===== src/rtl/rvcpu_pkg.sv =====
// Shared CPU-wide constants and types used by the fetch front end.
package rvcpu;

    localparam int XLEN = 32;

    localparam logic [XLEN-1:0] RESET_PC = 32'h0000_0000;

    typedef struct packed {
        logic [XLEN-1:0] pc;
        logic [XLEN-1:0] instr;
    } fetch_entry_t;

    function automatic logic [XLEN-1:0] word_align(input logic [XLEN-1:0] addr);
        return {addr[XLEN-1:2], 2'b00};
    endfunction

endpackage


===== src/rtl/fetch_fifo.sv =====
// Synchronous FIFO of fetched {pc, instr} entries with flush and occupancy count.
module fetch_fifo
    import rvcpu::*;
#(
    parameter int DEPTH = 4,
    localparam int AW = $clog2(DEPTH),
    localparam int CW = AW + 1
) (
    input  logic          clk,
    input  logic          rst_n,
    input  logic          flush,
    input  logic          push,
    input  fetch_entry_t  push_data,
    input  logic          pop,
    output fetch_entry_t  head,
    output logic [CW-1:0] count
);

    fetch_entry_t  r_mem [DEPTH];
    logic [AW-1:0] r_wr_ptr;
    logic [AW-1:0] r_rd_ptr;
    logic [CW-1:0] r_count;
    logic          w_push;
    logic          w_pop;

    assign w_push = push && (r_count != CW'(DEPTH));
    assign w_pop  = pop && (r_count != {CW{1'b0}});

    // Storage is cleared on reset so the presented head reads zero out of reset.
    always_ff @(posedge clk) begin
        if (!rst_n) begin
            for (int i = 0; i < DEPTH; i++) begin
                r_mem[i] <= '0;
            end
        end else if (w_push && !flush) begin
            r_mem[r_wr_ptr] <= push_data;
        end
    end

    // Pointers wrap naturally on the power-of-two depth.
    always_ff @(posedge clk) begin
        if (!rst_n || flush) begin
            r_wr_ptr <= {AW{1'b0}};
            r_rd_ptr <= {AW{1'b0}};
            r_count  <= {CW{1'b0}};
        end else begin
            if (w_push) begin
                r_wr_ptr <= r_wr_ptr + AW'(1'b1);
            end
            if (w_pop) begin
                r_rd_ptr <= r_rd_ptr + AW'(1'b1);
            end
            r_count <= r_count + CW'(w_push) - CW'(w_pop);
        end
    end

    assign head  = r_mem[r_rd_ptr];
    assign count = r_count;

endmodule


===== src/rtl/ifetch.sv =====
// Instruction fetch unit: credit-limited sequential requests, in-order response
// buffering and redirect with discard of stale in-flight responses.
module ifetch
    import rvcpu::*;
#(
    parameter logic [XLEN-1:0] RESET_PC = rvcpu::RESET_PC,
    parameter int              DEPTH    = 4
) (
    input  logic            clk,
    input  logic            rst_n,
    output logic            imem_req_valid,
    input  logic            imem_req_ready,
    output logic [XLEN-1:0] imem_req_addr,
    input  logic            imem_rsp_valid,
    input  logic [XLEN-1:0] imem_rsp_data,
    input  logic            redirect_valid,
    input  logic [XLEN-1:0] redirect_pc,
    output logic            instr_valid,
    input  logic            instr_ready,
    output logic [XLEN-1:0] instr,
    output logic [XLEN-1:0] instr_pc
);

    localparam int CW = $clog2(DEPTH) + 1;

    logic [XLEN-1:0] r_fetch_pc;
    logic [XLEN-1:0] r_rsp_pc;
    logic [CW-1:0]   r_inflight;
    logic [CW-1:0]   r_drop;
    logic [CW-1:0]   w_count;
    logic [CW:0]     w_used;
    logic            w_credit;
    logic            w_req_fire;
    logic            w_rsp_take;
    logic            w_rsp_keep;
    logic            w_pop;
    fetch_entry_t    w_push_entry;
    fetch_entry_t    w_head;

    // Outstanding requests plus buffered entries never exceed DEPTH, so every response has a slot.
    assign w_used     = {1'b0, r_inflight} + {1'b0, w_count};
    assign w_credit   = w_used < (CW + 1)'(DEPTH);
    assign imem_req_valid = rst_n && !redirect_valid && w_credit;
    assign imem_req_addr  = r_fetch_pc;
    assign w_req_fire = imem_req_valid && imem_req_ready;

    // Responses with nothing outstanding (e.g. from before a reset) are ignored.
    assign w_rsp_take = imem_rsp_valid && (r_inflight != {CW{1'b0}});
    assign w_rsp_keep = w_rsp_take && (r_drop == {CW{1'b0}}) && !redirect_valid;
    assign w_pop      = instr_valid && instr_ready;
    assign w_push_entry = '{pc: r_rsp_pc, instr: imem_rsp_data};

    // PC and outstanding-request bookkeeping; a redirect overrides every other update.
    always_ff @(posedge clk) begin
        if (!rst_n) begin
            r_fetch_pc <= RESET_PC;
            r_rsp_pc   <= RESET_PC;
            r_inflight <= {CW{1'b0}};
            r_drop     <= {CW{1'b0}};
        end else if (redirect_valid) begin
            r_fetch_pc <= word_align(redirect_pc);
            r_rsp_pc   <= word_align(redirect_pc);
            r_inflight <= r_inflight - CW'(w_rsp_take);
            r_drop     <= r_inflight - CW'(w_rsp_take);
        end else begin
            if (w_req_fire) begin
                r_fetch_pc <= r_fetch_pc + 32'd4;
            end
            if (w_rsp_take && (r_drop != {CW{1'b0}})) begin
                r_drop <= r_drop - CW'(1'b1);
            end
            if (w_rsp_keep) begin
                r_rsp_pc <= r_rsp_pc + 32'd4;
            end
            r_inflight <= r_inflight + CW'(w_req_fire) - CW'(w_rsp_take);
        end
    end

    fetch_fifo #(
        .DEPTH (DEPTH)
    ) u_fifo (
        .clk       (clk),
        .rst_n     (rst_n),
        .flush     (redirect_valid),
        .push      (w_rsp_keep),
        .push_data (w_push_entry),
        .pop       (w_pop),
        .head      (w_head),
        .count     (w_count)
    );

    assign instr_valid = (w_count != {CW{1'b0}});
    assign instr       = w_head.instr;
    assign instr_pc    = w_head.pc;

endmodule


===== config.mk =====
export PLATFORM = sky130hd
export DESIGN_NAME = ifetch
export DESIGN_NICKNAME = d
export VERILOG_FILES = /design/src/rtl/rvcpu_pkg.sv /design/src/rtl/fetch_fifo.sv /design/src/rtl/ifetch.sv
export SDC_FILE = /design/constraint.sdc
export NUM_CORES = 1
export LEC_CHECK = 0
export ABC_AREA = 1
export CAP_MARGIN = 15
export CORE_MARGIN = 5
export CORE_UTILIZATION = 35
export DETAILED_ROUTE_END_ITERATION = 12
export GPL_ROUTABILITY_DRIVEN = 0
export HOLD_SLACK_MARGIN = 0.08
export PLACE_DENSITY = 0.64
export SETUP_SLACK_MARGIN = 0.05
export SLEW_MARGIN = 10
export SYNTH_ARGS = -nofsm -noshare
export SYNTH_HDL_FRONTEND = slang
export SYNTH_SLANG_ARGS = --single-unit

===== constraint.sdc =====
create_clock -name clk -period 6.9 [get_ports clk]
set_input_delay 0.69 -clock clk [delete_from_list [all_inputs] [get_ports clk]]
set_output_delay 0.69 -clock clk [all_outputs]
set_load 0.02 [all_outputs]

==> flow_metrics.py <==
metrics = {
    "status": {
        "outcome": "complete, no violations",
    },
    "finish": {
        "fill_cells": 4370,
        "antennaDiodeCount": 0,
        "nets": 2008,
        "final_core_util": 0.428,
        "synthToLayoutAreaGrowth_pct": 21.5,
        "regArea_mm2": 0.00895,
        "multi_input_area_mm2": 0.00552,
        "layout-drive-gt1-share": 0.0522,
    },
    "clock_tree": {
        "clock-sinks": 323,
        "cts_setup_buffers": 0,
        "cts_tree": "yes",
        "cts_hold_buf": 0,
        "cts_buffers": 37,
        "cts_resized": 0,
        "htree_levels": 2,
        "clockBufferDepth": 3,
        "path_clk_slew_ns": 0.05,
        "insertion_delay_ns": 0.53,
        "clockRootBuffer": "clkbuf_16",
    },
    "synth": {
        "seq_area_frac_synth": 0.576,
        "synth_mux_area_frac": 0.00193,
        "synth-edff-count": 248,
        "post-synth-top-count-cell": "nor2_1",
        "synth_common_cells": "nor2_1, nand2_1, edfxtp_1, inv_1, o21ai_0",
        "synthDistinctLibCells": 37,
        "synth-simple-area-share": 0.221,
        "synth_top_family_by_area": "simple AND/OR/NAND/NOR gates",
        "synth_compound_area_frac": 0.109,
        "syn_area_per_cell_um2": 8.63,
        "post-synth-top-area-fraction": 0.479,
        "ys_warn_count": 0,
        "synth_area_mm2": 0.0155,
        "ys_ff_latch": 323,
        "ys.flop_type": "edfxtp_1",
        "synth_cells": 1801,
        "synth_area_leader_cell": "edfxtp_1",
        "synth.area.top_cells": "edfxtp_1, nor2_1, dfxtp_1, nand2_1, o21ai_0",
        "synth-adder-area-share": 0.0122,
        "synthXorXnorAreaFrac": 0.00676,
        "synthArstFlopShare": 0,
    },
    "timing": {
        "max-slew-margin-rel": 0.272,
        "fin_ws_ns": 2.35,
        "finalSetupTns_ns": 0,
        "finalCriticalPeriod_ns": 4.55,
        "tightestPinTransition_ns": 1.09,
        "hold_viol": 0,
        "finalSetupViolCount": 0,
        "period_share": 0.660,
        "slew_viol_final": 0,
        "fmax_ghz": 0.220,
        "finClkSkew_ns": 0.0221,
        "hold_ws_ns": 0.458,
        "rsz0062_at_grt": "no",
    },
    "global_route": {
        "grt_pass1_wl_um": 66700,
        "grt_max_degree": 77,
        "use_met1": 0.232,
        "grt_usage": 0.173,
        "grt_busiest_layer": "met2",
        "grt_pass1_vias": 12300,
        "met3_usage": 0.0346,
        "grt.met2_usage": 0.291,
        "overflow": 0,
        "antenna_found_initial": 0,
    },
    "worst_setup_path": {
        "path_buf_inv": 3,
        "critPathTopFamily": "buffers and inverters",
        "cp_max_fo": 76,
        "critPathKind": "flop to output port",
        "r2r-start": "r_drop[0]",
        "cp_num_cells": 5,
        "worst_r2r_path_depth": 10,
        "slowest_delay_ns": 0.97,
        "worstSetupEndpointType": "output port",
        "cp.required_ns": 6.21,
        "r2r_setup_slack_ns": 3.69,
        "slowest_stage": "clkinv_2",
        "worstPathCellList": "clkinv_2 -> buf_4 -> o21ai_0 -> o22ai_1 -> clkdlybuf4s50_1",
        "start_kind": "flop",
        "arrival_ns": 3.86,
        "r2r-end": "u_fifo.r_mem[3][35]",
    },
    "floorplanning": {
        "start_util": 0.352,
        "coreArea_mm2": 0.0441,
        "die-area_mm2": 0.0487,
        "ioPinCount": 168,
        "die_h_um": 221,
        "die_w_um": 221,
        "rows": 77,
    },
    "pwr": {
        "combPwrFrac": 0.152,
        "power.leakage_nw": 7.68,
        "p_clk_frac": 0.394,
        "seq_power_share": 0.454,
        "powerDensity_mw_per_mm2": 271,
        "peakVddDrop_mv": 0.141,
        "total_power_mw": 5.12,
        "p_int_mw": 3.75,
        "p_sw_mw": 1.37,
        "netSwitchingFraction": 0.267,
    },
    "route": {
        "routed-via-count": 12700,
        "wirelength_um": 43100,
        "wl_per_cell_um": 16.9,
        "drtAntennaViolNets": 0,
        "drc": 0,
        "first_iter_violations": 1112,
        "viasPerCell": 4.98,
        "dr.pass1.iters": 6,
    },
    "place": {
        "port_buffers": 161,
        "post-place-ws_ns": 2.86,
        "hpwl_um": 26100,
    },
    "run": {
        "maxCapViolations": 0,
    },
    "worst_hold_path": {
        "worstHoldPathCells": 2,
        "hp-class": "flop to flop",
        "min_from": "u_fifo.r_rd_ptr[1]",
    },
}
==> stage by stage <==
stage | cell area (um^2) | cells
detailed placement | 17600 | 2477
finish | 18900 | 2545
global route | 18900 | 2545
CTS | 18900 | 2545
floorplan | 15600 | 1804
global placement | 17600 | 2477
==> final cells by class <==
type,count,share of cell area
repair buffers,173,0.0901
clock buffers,48,0.0535
inverters,190,0.0380
well taps,592,0.0392
multi-input cells,1199,0.292
clock inverters,20,0.0129
flip-flops and latches,323,0.474
==> cell usage in the layout, fill, tap and decap left out, drive strengths merged, types with 10 or more instances in the layout <==
cell	synthesis	final
a21oi	53	53
buf	22	12
clkbuf	70	48
clkdlybuf4s50	0	161
clkinv	0	15
dfxtp	75	75
edfxtp	248	248
ha	12	12
inv	190	190
nand2	329	329
nand3	74	74
nor2	427	427
o21ai	186	186
o22ai	63	63
xor2	10	10
==> worst max-delay path by stage <==
| stage | endpoint | from | slack, ns |
|---|---|---|---|
| 5_1_grt | instr_pc[9] | flop | 2.14 |
| 4_1_cts | instr_pc[9] | flop | 2.28 |
| 3_5_place_dp | instr_pc[28] | flop | 2.86 |
| 3_3_place_gp | instr_pc[15] | flop | 2.92 |
| 2_1_floorplan | u_fifo.r_mem[0][0] | redirect_valid | 0.87 |
| 6_report | instr_pc[9] | flop | 2.35 |
==> metal layers <==
metal | vias up | part of all wire
li1 | 6184 | -
met1 | 6006 | 0.44
met2 | 441 | 0.47
met3 | 50 | 0.080
met4 | 0 | 0.014
met5 | - | 0
==> power by group through the flow <==
stage / logic, mW / registers [mW] / clock network, mW
CTS: 0.790 / 2.32 / 2.06
global route: 0.863 / 2.34 / 2.14
detailed placement: 0.787 / 2.36 / 0
global placement: 0.772 / 2.36 / 0
floorplan: 0.459 / 2.36 / 0
finish: 0.780 / 2.32 / 2.02
==> worst reg2reg max path: cells and delay by family, from the launching register on <==
kind | cells | cell delay, ns
buffers and inverters | 2 | 0.87
adders and majority gates | 1 | 0.16
and+or+nand+nor | 7 | 1.46
DFF | 1 | 0.29
==> sequential cells by signal, indices dropped and copies added, names as in the netlist, named ones only <==
name	count
u_fifo.r_mem	248
r_drop	3
r_inflight	3
u_fifo.r_wr_ptr	2
u_fifo.r_rd_ptr	2
r_rsp_pc	30
imem_req_addr	30
u_fifo.count	3
==> logic make-up after synthesis <==
kind of cell               Yosys count
adders and majority gates           14
xor gates and xnor gates            12
DFF                                323
buffers and inverters              282
other                                1
AOI/OAI and AO/OA                  316
muxes                                3
and+or+nand+nor                    850
Power figures use the tool's default switching activity.
==> edit 1 (same flow settings) <==
`XLEN`: 32 -> 28.
--- a/src/rtl/rvcpu_pkg.sv
+++ b/src/rtl/rvcpu_pkg.sv
@@ -3,3 +3,3 @@
 
-    localparam int XLEN = 32;
+    localparam int XLEN = 28;
 
Ports: changed (5 resized); port bits go from 168 to 148. The function was not compared with the original's and may differ.
==> edit 1 against the original RTL <==
- power is 16% lower
- global-route usage is 0.80 points lower
- final cell count down 13%
- design area shrank 13%
- area after synthesis shrank 13%
- wire length fell by 16%
- clock skew fell by 0.0063 ns
- setup slack better by 0.18 ns
- core utilization is 0.099 points lower
- combinational power is 20% lower
- sequential cell count shrank 40
==> edit 1: results (changes against the original RTL) <==
** Setup path
- The worst-path cell with the longest stage delay was sky130_fd_sc_hd__inv_2 (was sky130_fd_sc_hd__clkinv_2).
- The data arrival time of the critical path came to 3.68 ns (was 3.86 ns).
- The delay of the slowest cell on the worst path was 0.84 ns (was 0.97 ns).
- The critical-path maximum fanout was 63 (was 76).
- The path depth of the worst reg2reg path was 9 (was 10).

** Timing
- The clock tree skew after final layout came to 0.0158 ns (was 0.0221 ns).
- The slew of the pin with the lowest slew margin came to 1.06 ns (was 1.09 ns).

** Yosys
- The count of flip-flops with a built-in enable after synthesis is 216 (was 248).
- The fraction of registers with async set/reset is 0 (unchanged).
- Sequential element share of the synthesized area :: 0.576 (about the same)
- Largest cells by area after synthesis: sky130_fd_sc_hd__edfxtp_1 48%, sky130_fd_sc_hd__nor2_1 10%, sky130_fd_sc_hd__dfxtp_1 9.9% (was sky130_fd_sc_hd__edfxtp_1 48%, sky130_fd_sc_hd__nor2_1 10%, sky130_fd_sc_hd__dfxtp_1 9.7%).
- Most numerous cell types in the synthesized netlist :: 363 x sky130_fd_sc_hd__nor2_1, 260 x sky130_fd_sc_hd__nand2_1, 216 x sky130_fd_sc_hd__edfxtp_1 (was 419 x sky130_fd_sc_hd__nor2_1, 316 x sky130_fd_sc_hd__nand2_1, 248 x sky130_fd_sc_hd__edfxtp_1)

** Outcome
- Result of the run: finished clean (unchanged).

** Final layout
- The flip-flop count of the largest register, all copies and words added was 216 (was 248).
- Share of post-route cells with drive strength above 1 :: 0.0627 (was 0.0522)
- The count of nets after finishing was 1744 (was 2008).
- The fill cell instance count of the final layout was 3842 (was 4370).
- The design area was 16500 µm² (was 18900 µm²).

** Power
- Power Combinational :: 0.621 mW (was 0.780 mW)
- Sw Ratio :: 0.263 (was 0.267)
- The internal power consumption is 3.19 mW (was 3.75 mW).
- The fraction of power consumed by the clock network was 0.390 (was 0.394).
- Static Leakage :: 6.61 nW (was 7.68 nW)

** GRT
- Total Routing Usage GR :: 0.164 (was 0.173)
- The met2 demand-to-capacity share in global routing came to 0.285 (was 0.291).
- The met1 capacity usage during global routing is 0.223 (was 0.232).
- Pin count of the biggest net entering global routing :: 64 (was 77)
- Routing usage on met3 :: 0.0239 (was 0.0346)
- Wire length of the first global-routing pass :: 56600 µm (was 66700 µm)

** Placed design
- The detailed placer's ending HPWL came to 22100 µm (was 26100 µm).
- Quantity of I/O buffers inserted on ports :: 141 (was 161)
- The post-placement worst setup slack is 2.46 ns (was 2.86 ns).
- The total placed instance area is 15400 µm² (was 17600 µm²).

** Routing
- The met1 routed wirelength after detailed routing is 15900 µm (was 18900 µm).
- The met3 wire length came to 2300 µm (was 3430 µm).
- First drt pass iteration count :: 5 (was 6)
- Total number of vias :: 10.9k (was 12.7k)
- The number of violations reported at the end of detailed-routing iteration 0 came to 688 (was 1112).
- The sum of met2 wire segment lengths after detailed routing is 17400 µm (was 20100 µm).
- Overall routed net length :: 36100 µm (was 43100 µm)

** Clock network
- The number of CTS-inserted buffers came to 31 (was 37).
- Number of levels the H-tree was split into :: 1 (was 2)
edit 1: final cells by class:
class                      count  share of cell area
sequential                   283               0.476
multi-input combinational   1037               0.293
timing repair buffer         155              0.0921
clock buffer                  34              0.0478
tap                          518              0.0394
inverter                     160              0.0366
clock inverter                22              0.0150
edit 1: path summary, 6_finish.rpt:
check	slack [ns]	from	endpoint
setup / recovery	2.53	register	instr_pc[24]
hold / removal	0.47	u_fifo.r_rd_ptr[1]	register
setup reg to reg	3.69	r_drop[0]	u_fifo.r_mem[3][30]
hold reg to reg	0.47	u_fifo.r_rd_ptr[1]	register
edit 1: kinds of logic (layout without fill, tap and decap cells):
family	count (synthesis)	in the layout	share of synthesized area
DFF	283	283	0.576
buffers and inverters	241	371	0.0722
xor gates and xnor gates	12	12	0.00774
adders and majority gates	14	14	0.0140
and+or+nand+nor	722	722	0.215
AOI/OAI and AO/OA	285	285	0.114
other	1	4	0.000276
==> edit 2 (same settings) <==
Made on the original files. Make the reset (`rst_n`) asynchronous in 2 clocked blocks.
--- a/src/rtl/fetch_fifo.sv
+++ b/src/rtl/fetch_fifo.sv
@@ -29,3 +29,3 @@
     // Storage is cleared on reset so the presented head reads zero out of reset.
-    always_ff @(posedge clk) begin
+    always_ff @(posedge clk or negedge rst_n) begin
         if (!rst_n) begin
--- a/src/rtl/ifetch.sv
+++ b/src/rtl/ifetch.sv
@@ -53,3 +53,3 @@
     // PC and outstanding-request bookkeeping; a redirect overrides every other update.
-    always_ff @(posedge clk) begin
+    always_ff @(posedge clk or negedge rst_n) begin
         if (!rst_n) begin
Formal check against the unedited RTL: differs if rst_n is asserted again (counterexample within 4 cycles, from zero or initial values and one cycle with rst_n low); with rst_n held inactive, the same outputs for 4 cycles.
==> edit 2 against the original RTL <==
- clock skew shrank 0.010 ns
- area after synthesis grew 0.97%
- wire length rose by 3.1%
- count of clock-buffer cells in the layout rose by 13
- design area is 0.32% lower
- setup slack improved by 0.52 ns
- sequential cell count down 2
- global-route usage increased by 0.44 points
- critical path type unchanged
- highest routed layer is now met5
Power is not compared: it rests on default switching activity, and its combinational part moved more than twofold at a synthesized area within 25%.
==> edit 2: results (changes against the original RTL) <==
** Outcome
- Result of the run :: finished clean (unchanged)

** Final layout
- The count of flip-flops and latches was 321 (was 323).
- Number of logic inverters in the finished layout :: 155 (was 190)
- Clock buffer instance count of the final layout :: 61 (was 48)
- Combined area of the multi-input logic cells :: 6450 µm² (was 5520 µm²)
- The fill cell instance count of the final layout is 4467 (was 4370).
- The number of multi-input combinational cells is 1387 (was 1199).
- The clock network area share came to 0.0683 (was 0.0663).
- The number of ordinary and repair buffers in the finished layout was 177 (was 173).
- Share of post-route cells with drive strength above 1 :: 0.0469 (was 0.0522)

** Timing
- Final setup skew :: 0.0118 ns (was 0.0221 ns)
- Hold_ws :: 0.165 ns (was 0.458 ns)

** Routing
- Met3 Wirelength :: 2800 µm (was 3430 µm)
- The via count normalized by instance count is 5.12 (was 4.98).
- First drt pass iteration count :: 5 (was 6)
- The number of violations reported at the end of detailed-routing iteration 0 is 1261 (was 1112).

** Yosys
- Post-synthesis xor/xnor area fraction :: 0.00391 (was 0.00676)
- Largest cells by area after synthesis :: sky130_fd_sc_hd__dfrtp_1 50%, sky130_fd_sc_hd__nand2_1 12%, sky130_fd_sc_hd__o21ai_1 7.4% (was sky130_fd_sc_hd__edfxtp_1 48%, sky130_fd_sc_hd__nor2_1 10%, sky130_fd_sc_hd__dfxtp_1 9.7%)
- The number of distinct library cell variants in the gate-level netlist after synthesis is 35 (was 37).
- Number of enable-type register cells in the synthesized netlist :: 0 (was 248)
- The fraction of registers with async set/reset is 0.978 (was 0).
- The adder-cell share of the synthesized area was 0.0153 (was 0.0122).
- Most numerous cell types in the synthesized netlist: 484 x sky130_fd_sc_hd__nand2_1, 314 x sky130_fd_sc_hd__dfrtp_1, 232 x sky130_fd_sc_hd__o21ai_1 (was 419 x sky130_fd_sc_hd__nor2_1, 316 x sky130_fd_sc_hd__nand2_1, 248 x sky130_fd_sc_hd__edfxtp_1).

** GRT
- The first-pass GRT wire length came to 72300 µm (was 66700 µm).
- The met1 capacity usage during global routing came to 0.242 (was 0.232).
- The global-route usage over all layers is 0.177 (was 0.173).
- The met2 demand-to-capacity share in global routing came to 0.283 (was 0.291).
- Routing usage on met3 :: 0.0342 (was 0.0346)

** Placed design
- Post-detail-place hpwl :: 28300 µm (was 26100 µm)

** Hold path
- Worst hold-check path type :: input port to async pin (was register to register)

** Power
- Overall power consumption after layout is estimated at 6.10 mW.

** Setup path
- Peak fanout along the critical path :: 51 (was 76)
- Number of cell instances on the worst register-to-register path :: 9 (was 10)
-- edit 2: critical path, stage by stage (launching register included) --
cell and delay (ns):
sky130_fd_sc_hd__dfxtp_4 0.72, sky130_fd_sc_hd__clkinv_2 0.64, sky130_fd_sc_hd__buf_4 0.49, sky130_fd_sc_hd__o21ai_0 0.24, sky130_fd_sc_hd__o22ai_1 0.12, sky130_fd_sc_hd__clkdlybuf4s50_1 0.56
-- edit 2: worst max path at each step --
stage          depth (start not counted)  slack [ns]          startpoint                end
3_3_place_gp                          10        2.71               rst_n  imem_req_addr[22]
6_report                               5        2.87  u_fifo.r_rd_ptr[0]          instr[18]
4_1_cts                                5        2.24  u_fifo.r_rd_ptr[0]          instr[18]
2_1_floorplan                         11        4.04               rst_n      r_inflight[2]
3_5_place_dp                          10        2.71               rst_n  imem_req_addr[22]
5_1_grt                                5        2.66  u_fifo.r_rd_ptr[0]          instr[18]
